`config.mk`:
```
export PLATFORM = sky130hd
export DESIGN_NAME = lector_colas
export DESIGN_NICKNAME = d
export VERILOG_FILES = /design/src/rtl/lector_colas.sv
export SDC_FILE = /design/constraint.sdc
export NUM_CORES = 1
export LEC_CHECK = 0
export ABC_AREA = 1
export CORE_UTILIZATION = 34
export CTS_BUF_LIST = sky130_fd_sc_hd__clkbuf_8
export CTS_CLUSTER_SIZE = 10
export DETAILED_ROUTE_END_ITERATION = 12
export PLACE_DENSITY = 0.83
export SLEW_MARGIN = 30
export SYNTH_ARGS = -nofsm -noshare
export SYNTH_HDL_FRONTEND = slang
export SYNTH_SLANG_ARGS = --single-unit
```
`constraint.sdc`:
```
create_clock -name clk_i -period 1.75 [get_ports clk_i]
set_clock_uncertainty 0.2 [all_clocks]
set_input_delay 0.175 -clock clk_i [delete_from_list [all_inputs] [get_ports clk_i]]
set_output_delay 0.175 -clock clk_i [all_outputs]
set_load 0.005 [all_outputs]
```
`src/rtl/lector_colas.sv`:
```
// lector_colas: reads one word at a time from the FIFO chosen by an external
// weighted round-robin arbiter and presents it downstream with a valid/ready
// handshake. The per-queue delivered-word counters exist only when the
// LECTOR_CONTADOR_EN macro is defined; otherwise contador_o is tied to zero.
module lector_colas #(
    parameter int unsigned QUEUE_QUANTITY = 4,
    parameter int unsigned DATA_BITS      = 8,
    localparam int unsigned SelBits = (QUEUE_QUANTITY > 1) ? $clog2(QUEUE_QUANTITY) : 1
) (
    input  logic                                clk_i,
    input  logic                                rst_i,
    input  logic                                enb_i,
    input  logic [SelBits-1:0]                  selector_i,
    input  logic                                selector_enb_i,
    input  logic [QUEUE_QUANTITY-1:0]           buf_empty_i,
    input  logic [QUEUE_QUANTITY*DATA_BITS-1:0] buf_rd_data_i,
    output logic [QUEUE_QUANTITY-1:0]           pop_o,
    output logic [DATA_BITS-1:0]                out_data_o,
    output logic                                out_valid_o,
    input  logic                                out_ready_i,
    output logic [QUEUE_QUANTITY*16-1:0]        contador_o
);

    typedef enum logic [1:0] {
        StIdle,
        StPop,
        StWait,
        StHold
    } state_e;

    state_e                      state_q;
    logic [SelBits-1:0]          sel_q;
    logic [QUEUE_QUANTITY-1:0]   pop_q;
    logic [DATA_BITS-1:0]        out_data_q;
    logic                        out_valid_q;

    logic                        grant_ok;
    logic [QUEUE_QUANTITY-1:0]   grant_onehot;
    logic [DATA_BITS-1:0]        rd_word;
    logic                        xfer_done;

    // Decode the grant against the empty flags and mux the latched queue's read port.
    // Out-of-range selector values match no queue, so they never produce a grant.
    always_comb begin
        grant_ok     = 1'b0;
        grant_onehot = '0;
        rd_word      = '0;
        for (int unsigned i = 0; i < QUEUE_QUANTITY; i++) begin
            if (selector_enb_i && (selector_i == SelBits'(i)) && !buf_empty_i[i]) begin
                grant_ok        = 1'b1;
                grant_onehot[i] = 1'b1;
            end
            if (sel_q == SelBits'(i)) begin
                rd_word = buf_rd_data_i[i*DATA_BITS +: DATA_BITS];
            end
        end
    end

    assign xfer_done = (state_q == StHold) && out_ready_i;

    // Read FSM with registered outputs; pop defaults low so it lasts a single cycle
    // and drops immediately whenever enb_i is low. HOLD exit ignores enb_i so the
    // downstream handshake never stalls.
    always_ff @(posedge clk_i or posedge rst_i) begin
        if (rst_i) begin
            state_q     <= StIdle;
            sel_q       <= '0;
            pop_q       <= '0;
            out_data_q  <= '0;
            out_valid_q <= 1'b0;
        end else begin
            pop_q <= '0;
            unique case (state_q)
                StIdle: begin
                    if (enb_i && grant_ok) begin
                        sel_q   <= selector_i;
                        pop_q   <= grant_onehot;
                        state_q <= StPop;
                    end
                end
                StPop: begin
                    if (enb_i) begin
                        state_q <= StWait;
                    end
                end
                StWait: begin
                    if (enb_i) begin
                        out_data_q  <= rd_word;
                        out_valid_q <= 1'b1;
                        state_q     <= StHold;
                    end
                end
                StHold: begin
                    if (out_ready_i) begin
                        out_valid_q <= 1'b0;
                        state_q     <= StIdle;
                    end
                end
                default: begin
                    state_q <= StIdle;
                end
            endcase
        end
    end

    assign pop_o       = pop_q;
    assign out_data_o  = out_data_q;
    assign out_valid_o = out_valid_q;

`ifdef LECTOR_CONTADOR_EN
    logic [QUEUE_QUANTITY-1:0][15:0] cnt_q;

    // Count words accepted downstream per source queue, saturating at all-ones.
    always_ff @(posedge clk_i or posedge rst_i) begin
        if (rst_i) begin
            cnt_q <= '0;
        end else if (xfer_done) begin
            for (int unsigned i = 0; i < QUEUE_QUANTITY; i++) begin
                if ((sel_q == SelBits'(i)) && (cnt_q[i] != 16'hFFFF)) begin
                    cnt_q[i] <= cnt_q[i] + 16'd1;
                end
            end
        end
    end

    assign contador_o = cnt_q;
`else
    logic unused_xfer_done;
    assign unused_xfer_done = xfer_done;
    assign contador_o       = '0;
`endif

endmodule

```
==> flow_results.xml <==
<?xml version="1.0" encoding="UTF-8"?>
<metrics>
  <group name="outcome">
    <metric name="run_status" unit="">completed</metric>
  </group>
  <group name="clock_tree">
    <metric name="clk-insertion-delay-late" unit="ns">0.25</metric>
    <metric name="htree_num_levels" unit="">1</metric>
    <metric name="numCtsBuffers" unit="">3</metric>
    <metric name="cts_sinks" unit="">17</metric>
    <metric name="clock_path_buffers" unit="">2</metric>
    <metric name="cts.root.buffer_cell" unit="">sky130_fd_sc_hd__clkbuf_8</metric>
    <metric name="clkTransAtPathRegs" unit="ns">0.07</metric>
    <metric name="tritoncts" unit="">done</metric>
    <metric name="holdBufCountCts" unit="">0</metric>
  </group>
  <group name="placed_design">
    <metric name="dp.final_hpwl" unit="um">2690</metric>
    <metric name="io_buffers" unit="">55</metric>
    <metric name="place.gp.congestion" unit="">0.824</metric>
  </group>
  <group name="global_route">
    <metric name="grt_usage" unit="%">13.2</metric>
    <metric name="grt_max_degree" unit="">18</metric>
    <metric name="number_of_antenna_violations_at_the_first_check_in_global_routing" unit="">0</metric>
    <metric name="vias_in_the_first_global_route" unit="">1112</metric>
    <metric name="grt_overflow_total" unit="">0</metric>
    <metric name="grt_first_pass_wirelength" unit="um">4510</metric>
  </group>
  <group name="synth">
    <metric name="yosys.area_share.simple" unit="%">23.3</metric>
    <metric name="post_synth_fa_ha_maj_area_fraction" unit="%">3.33</metric>
    <metric name="synth_top_family_by_area" unit="">buffers and inverters</metric>
    <metric name="syn-instance-count" unit="">202</metric>
    <metric name="synth_compound_area_share" unit="%">7.75</metric>
    <metric name="post_synth_mux_area_share" unit="%">0</metric>
    <metric name="netlist_area" unit="mm^2">0.00150</metric>
    <metric name="yosys.area_share.xor_xnor" unit="%">0</metric>
    <metric name="syn-mean-instance-area" unit="um^2">7.43</metric>
    <metric name="yosys_register_bits" unit="">17</metric>
    <metric name="synth.distinct_cells" unit="">21</metric>
    <metric name="seq_area_frac_synth" unit="%">28.3</metric>
    <metric name="synth_warnings" unit="">0</metric>
  </group>
  <group name="sta">
    <metric name="setup_tns" unit="ns">0</metric>
    <metric name="minimum_clock_period" unit="ns">1.67</metric>
    <metric name="max-slew-margin-rel" unit="%">57.4</metric>
    <metric name="clock.fmax" unit="MHz">599</metric>
    <metric name="finalMaxSlewViolations" unit="">0</metric>
    <metric name="hold_violations" unit="">0</metric>
    <metric name="worst-slew-pin-transition" unit="ns">0.638</metric>
    <metric name="rsz_0062_raised_after_global_routing" unit="">false</metric>
    <metric name="timing.final.setup_violations" unit="">0</metric>
    <metric name="fin_crit_sh" unit="%">95.3</metric>
  </group>
  <group name="floorplan">
    <metric name="die_w" unit="um">68.5</metric>
    <metric name="start_util" unit="%">36.5</metric>
    <metric name="rows" unit="">23</metric>
    <metric name="pin_count" unit="">120</metric>
    <metric name="design.die.area" unit="mm^2">0.00469</metric>
    <metric name="overall_die_height" unit="um">68.5</metric>
    <metric name="core_area" unit="mm^2">0.00412</metric>
  </group>
  <group name="run">
    <metric name="max_cap_viol_count" unit="">0</metric>
  </group>
  <group name="worst_setup_path">
    <metric name="critical_path_required" unit="ns">1.69</metric>
    <metric name="crit_path_start_kind" unit="">register</metric>
    <metric name="path_class" unit="">register to register</metric>
    <metric name="critical_path_peak_fanout" unit="">4</metric>
    <metric name="cp_capture_type" unit="">register</metric>
    <metric name="cp_data_arrival_time" unit="ns">1.61</metric>
  </group>
  <group name="routing">
    <metric name="detailroute.via_count" unit="">1268</metric>
    <metric name="drt_first_pass_iters" unit="">3</metric>
    <metric name="final_antenna_net_count" unit="">0</metric>
    <metric name="post_drt_via_cell_ratio" unit="">4.05</metric>
    <metric name="drc_errors" unit="">0</metric>
    <metric name="wl" unit="um">3150</metric>
    <metric name="drtIter0Drc" unit="">19</metric>
    <metric name="drt-wirelength-per-cell" unit="um">10.1</metric>
  </group>
  <group name="power">
    <metric name="total_power" unit="mW">2.10</metric>
    <metric name="total_leakage_power" unit="nW">0.988</metric>
    <metric name="irDropWorstVdd" unit="V">0.000399</metric>
    <metric name="power.density" unit="mW/mm^2">1080</metric>
  </group>
  <group name="worst_hold_path">
    <metric name="min-delay-path-class" unit="">input pin to async pin</metric>
  </group>
  <group name="layout">
    <metric name="fraction_of_layout_instances_using_a_drive_strength_above_1" unit="%">8.75</metric>
    <metric name="final_net_count" unit="">311</metric>
    <metric name="flow.area_growth_from_synthesis" unit="%">29.3</metric>
    <metric name="fin_util" unit="%">47.2</metric>
    <metric name="antenna_cells" unit="">0</metric>
    <metric name="filler_cell_count" unit="">431</metric>
  </group>
</metrics>
==> worst paths after layout <==
| check | slack (ns) | end | start | cells past startpoint |
|---|---|---|---|---|
| max | 0.08 | state_q[1] | state_q[0] | 8 |
| min | 0.10 | out_data_o[6] | rst_i | 2 |
| max reg2reg | 0.08 | state_q[1] | state_q[0] | 8 |
| min reg2reg | 0.29 | out_data_o[4] | out_data_o[4] | 2 |
| max in group asynchronous | 0.84 | state_q[1] | rst_i | 2 |
| min in group clk_i | 0.29 | out_data_o[4] | out_data_o[4] | 2 |
==> cell type report <==
cell class	instances	area, um^2	share of cell area (%)
Clock buffer	3	41.3	2.13
Clock inverter	1	7.51	0.387
Inverter	17	63.8	3.29
Multi-Input combinational cell	166	761	39.2
Sequential cell	17	425	21.9
Tap cell	50	62.6	3.22
Timing Repair Buffer	59	581	29.9
==> cells by family (layout without fill, tap and decap cells) <==
family          after synthesis  after routing
other cells                   1             64
simple gates                 76             76
buf+inv                      82             80
flops                        17             17
fa+ha+maj                     4              4
compound gates               22             22
==> report_power, final <==
group          switching (mW)  total [mW]  internal [mW]
clock                   0.139       0.299          0.160
combinational           0.596        1.14          0.546
sequential              0.123       0.660          0.537
==> sequential cells by signal, summed over array words and instances (netlist names) <==
name         flops
out_valid_o      1
state_q          2
out_data_o       8
sel_q            2
pop_o            4
==> critical path, stage by stage (launching register included) <==
cell	delay, ns
sky130_fd_sc_hd__dfrtp_1	0.43
sky130_fd_sc_hd__buf_4	0.15
sky130_fd_sc_hd__ha_1	0.21
sky130_fd_sc_hd__inv_1	0.06
sky130_fd_sc_hd__o22ai_1	0.09
sky130_fd_sc_hd__a21oi_2	0.19
sky130_fd_sc_hd__nand2_2	0.09
sky130_fd_sc_hd__nand2_1	0.07
sky130_fd_sc_hd__nand2_1	0.06
==> cells in the mapped netlist (all sizes together) <==
cell type | instances | share of area, %
buf | 65 | 33
nand2 | 45 | 12
dfrtp | 17 | 28
inv | 17 | 4.2
nand3 | 15 | 5.3
nor2 | 13 | 4.1
a21oi | 9 | 3.0
o21ai | 8 | 2.7
a31oi | 4 | 1.7
ha | 4 | 3.3
nor3 | 3 | 1.7
conb | 1 | 0.25
o22ai | 1 | 0.42
==> metal layers <==
metal / vias up / global-route usage, % / wire length, um
met5: - / 0 / 0
met4: 0 / 7.29 / 40
met3: 4 / 4.67 / 486
met2: 78 / 23.8 / 1430
met1: 552 / 13.0 / 1190
li1: 634 / - / -
==> stage by stage <==
stage               cell area [um^2]  std cells  hold WS, ns  setup WS, ns
floorplan                       1740        265      -0.0989         0.259
global placement                1880        308        0.280        0.0684
detailed placement              1880        308        0.286        0.0312
CTS                             1930        312        0.127        0.0241
global route                    1940        313        0.167        0.0169
finish                          1940        313        0.101        0.0817
==> what timing repair did <==
item	in CTS	in global routing
gates resized for setup	0	1
buffers inserted	0	1
setup endpoints to repair	0	2
==> cell usage in the layout, fill, tap and decap left out <==
cell type / netlist / routed
sky130_fd_sc_hd__clkdlybuf4s50_1: 0 / 55
sky130_fd_sc_hd__o21ai_1: 6 / 6
sky130_fd_sc_hd__nor2_2: 2 / 2
sky130_fd_sc_hd__nand2_1: 39 / 39
sky130_fd_sc_hd__dfrtp_1: 17 / 17
sky130_fd_sc_hd__conb_1: 1 / 64
sky130_fd_sc_hd__buf_4: 64 / 4
sky130_fd_sc_hd__a21oi_1: 9 / 8
sky130_fd_sc_hd__a31oi_1: 4 / 4
sky130_fd_sc_hd__clkinvlp_4: 0 / 1
sky130_fd_sc_hd__nand3_2: 1 / 1
sky130_fd_sc_hd__ha_1: 4 / 4
sky130_fd_sc_hd__a21oi_2: 0 / 1
sky130_fd_sc_hd__inv_1: 15 / 15
sky130_fd_sc_hd__nor2_1: 10 / 10
sky130_fd_sc_hd__o21ai_0: 2 / 2
sky130_fd_sc_hd__nor3_2: 2 / 2
sky130_fd_sc_hd__clkbuf_8: 0 / 3
sky130_fd_sc_hd__nand3_1: 14 / 14
sky130_fd_sc_hd__nor3_1: 1 / 1
sky130_fd_sc_hd__nand2_2: 6 / 6
sky130_fd_sc_hd__o22ai_1: 1 / 1
sky130_fd_sc_hd__nor2_4: 1 / 1
sky130_fd_sc_hd__inv_2: 2 / 2
(Power assumes the default switching activity.)
==> variant 1: new RTL, config.mk and constraints unchanged <==
Build with the macro `LECTOR_CONTADOR_EN` defined.
--- a/src/rtl/lector_colas.sv
+++ b/src/rtl/lector_colas.sv
@@ -4,2 +4,4 @@
 // LECTOR_CONTADOR_EN macro is defined; otherwise contador_o is tied to zero.
+`define LECTOR_CONTADOR_EN
+
 module lector_colas #(
Behaviour: not the same (a bounded check fails within 10 cycles, from zero or initial values and one cycle with rst_i high).
==> variant 1 against the original RTL <==
- clock power increased to 5.3 times the old value
- sequential cell count increased by 64
- setup slack got worse by 140 ps
- critical path type unchanged
- the flow now finishes with violations (setup timing)
- power increased to 3.2 times the old value
- hold slack got worse by 38 ps
- fmax decreased by 7.7%
- largest cell class unchanged
- non-clock buffer count increased by 161
- cell area increased to 3.9 times the old value
- wire length increased to 4.2 times the old value
- area after synthesis increased to 3.2 times the old value
- count of clock-buffer cells in the layout increased by 8
==> variant 1: results <==
set metrics [dict create \
    status "complete, but fails checks" \
    violations "setup timing" \
    stdcell_count 1072 \
    max-vdd-ir-drop_v 0.000584 \
    dr.pass1.iters 5 \
    critical_path.max_stage_delay_ps 360 \
    place_area_um2 6610 \
    grt_pass1_wl_mm 20.6 \
    clk_latency_ps 370 \
    syn_avg_cell_area_um2 7.26 \
    post_cts_resized 33 \
    holdWs_ps 63.1 \
    via_count 5000 \
    dpl_worst_slack_ps -140 \
    crit_fanout 5 \
    cts_buffers 9 \
    synth_common_cells "nand2_1, dfrtp_1, nor2_1" \
    worstReg2RegEnd "contador_o[2]" \
    yosys-top-cells-area "dfrtp_1, nand2_1, xnor2_1" \
    synth-seq-area-share 0.420 \
    nets 938 \
    final.setup.worst_slack_ps -57.1 \
    grt.total_usage 0.177 \
    grt_pass1_vias 4461 \
    place.gp.congestion 0.873 \
    max-slew-margin-rel 0.702 \
    place_inst 1010 \
    fillers 1275 \
    dpl.hpwl_mm 9.13 \
    rr_worst_depth 10 \
    switching_share 0.340 \
    drt_iter0_drc 218 \
    setup_viol 16 \
    cpLargestDelayFamily "simple AND/OR/NAND/NOR gates" \
    arrival_ps 1900 \
    wl_per_cell_um 12.4 \
    static-leakage-power_nw 3.77 \
]
variant 1: worst max path at each step:
stage	startpoint	endpoint	slack, ps
2_1_floorplan	contador_o[48]	contador_o[56]	10
3_3_place_gp	out_ready_i	contador_o[34]	-120
3_5_place_dp	out_ready_i	contador_o[36]	-140
4_1_cts	contador_o[38]	contador_o[38]	0.01
5_1_grt	contador_o[1]	contador_o[0]	-160
6_report	contador_o[1]	contador_o[2]	-60
variant 1: cell families (layout without fill, tap and decap cells):
kind of cell / Yosys count / count (layout) / synth area share
adders and majority gates: 8 / 8 / 0.0207
and+or+nand+nor: 427 / 427 / 0.373
AOI/OAI and AO/OA: 39 / 39 / 0.0417
buffers and inverters: 64 / 291 / 0.0609
xor gates and xnor gates: 46 / 46 / 0.0835
DFF: 81 / 81 / 0.420
variant 1: tightest hold or removal path: cells and delay by family:
kind / cells / cell delay, ps
buf+inv: 3 / 890
variant 1: power by group through the flow:
| stage | logic, mW | clock network, mW | registers, mW |
|---|---|---|---|
| 2_1_floorplan | 1.10 | 0 | 2.47 |
| 3_3_place_gp | 2.29 | 0 | 2.42 |
| 3_5_place_dp | 2.32 | 0 | 2.43 |
| 4_1_cts | 2.37 | 1.64 | 2.40 |
| 5_1_grt | 2.93 | 1.71 | 2.50 |
| 6_report | 2.62 | 1.59 | 2.46 |
variant 1: final cells by class:
cell class                 instances  area (um^2)  share of cell area
multi-input combinational        520         2720               0.360
clock buffer                      11          151              0.0201
tap                              180          225              0.0299
sequential                        81         2050               0.271
clock inverter                     5         78.8              0.0104
inverter                          54          226              0.0300
timing repair inverter             1         6.26            0.000829
timing repair buffer             220         2090               0.278
variant 1: layer usage:
layer,GRT usage,share of wire
met3,0.0385,0.047
met4,0.0872,0.029
met1,0.219,0.44
met5,0,0
met2,0.292,0.48
==> variant 2: new RTL, same settings <==
Without the edit above. Re-encode `state_e` (4 states) as one-hot, 4 bits wide.
--- a/src/rtl/lector_colas.sv
+++ b/src/rtl/lector_colas.sv
@@ -23,7 +23,7 @@
 
-    typedef enum logic [1:0] {
-        StIdle,
-        StPop,
-        StWait,
-        StHold
+    typedef enum logic [3:0] {
+        StIdle = 4'b0001,
+        StPop  = 4'b0010,
+        StWait = 4'b0100,
+        StHold = 4'b1000
     } state_e;
Formal check against the unedited RTL: same outputs for any inputs over 10 cycles, from zero or initial values and one cycle with rst_i high; not proved beyond that.
==> variant 2 against the original RTL <==
- cell area is 1.4% higher
- wire length is 3.2% higher
- setup slack better by 96 ps
- power is 17% lower
- area after synthesis is 3.5% higher
- global-route usage is 0.37 points higher
- synthesized cell count is 0.50% higher
- sequential cell count is 2 higher
- critical path depth is 3 lower
- critical path type unchanged
- critical endpoint is now out_data_o[4]
- largest cell class unchanged
- largest power group unchanged
- highest routed layer unchanged
==> variant 2: results <==
set metrics [dict create \
    syn_avg_cell_area_um2 7.66 \
    grt_start_max_net_pins 20 \
    place_inst 309 \
    max-vdd-ir-drop_v 0.000337 \
    place.gp.congestion 0.840 \
    drive_gt1_frac 0.0843 \
    rrSetupSlack_ps 180 \
    dpl_worst_slack_ps 41.0 \
    yosys-top-cells-area "buf_4, dfrtp_1, nand2_1" \
    grt_pass1_wl_mm 5.15 \
    grt_pass1_vias 1186 \
    dr.pass1.iters 4 \
    synthAdderAreaFrac 0 \
    worst_pin_slew_ps 502 \
    arrival_ps 1550 \
    powerDensity_nw_per_um2 890 \
    cts_buffers 3 \
    wl_per_cell_um 10.4 \
    synth-seq-area-share 0.307 \
    status "finished clean" \
    grt_use_met1 0.143 \
    via_count 1310 \
    grt_use_met3 0.0436 \
    seq_power_uw 653 \
    use_met2 0.243 \
    grt.total_usage 0.135 \
    vias_per_cell 4.19 \
    switching_share 0.393 \
    timing.final.crit_period_ps 1570 \
    drt_iter0_drc 33 \
    met2_wirelength_mm 1.58 \
    static-leakage-power_nw 1.02 \
    worstReg2RegEnd "out_data_o[4]" \
    dpl.hpwl_mm 2.70 \
    crit_fanout 12 \
    wl_met3_um 390 \
    wl_met1_mm 1.23 \
    clock_power_uw 304 \
    rr_worst_depth 5 \
    ys_types 23 \
    holdWs_ps 32.4 \
    fillers 441 \
    synth_compound_area_frac 0.127 \
    reg2reg_from "sel_q[0]" \
]
variant 2: layout make-up:
class / instances / area share
clock inverter: 1 / 0.00254
clock buffer: 3 / 0.0210
tap: 52 / 0.0331
inverter: 20 / 0.0381
sequential: 19 / 0.242
multi-input combinational: 161 / 0.376
timing repair buffer: 57 / 0.287
variant 2: worst max-delay path by stage:
stage / start / cells after the start / endpoint
2_1_floorplan: state_q[1] / 7 / out_data_o[1]
3_3_place_gp: selector_i[0] / 8 / sel_q[0]
3_5_place_dp: selector_i[0] / 8 / sel_q[1]
4_1_cts: sel_q[0] / 5 / out_data_o[4]
5_1_grt: sel_q[0] / 5 / out_data_o[4]
6_report: sel_q[0] / 5 / out_data_o[4]
variant 2: logic make-up after synthesis:
logic type | after synthesis
compound gates | 30
buf+inv | 86
flops | 19
other cells | 1
simple gates | 67
variant 2: critical path, cell delays in order (launching register included):
cell	delay, ps
dfrtp_1	560
nor2_2	350
nand2_1	80
nand2_1	80
a21oi_1	50
a2bb2oi_1	160
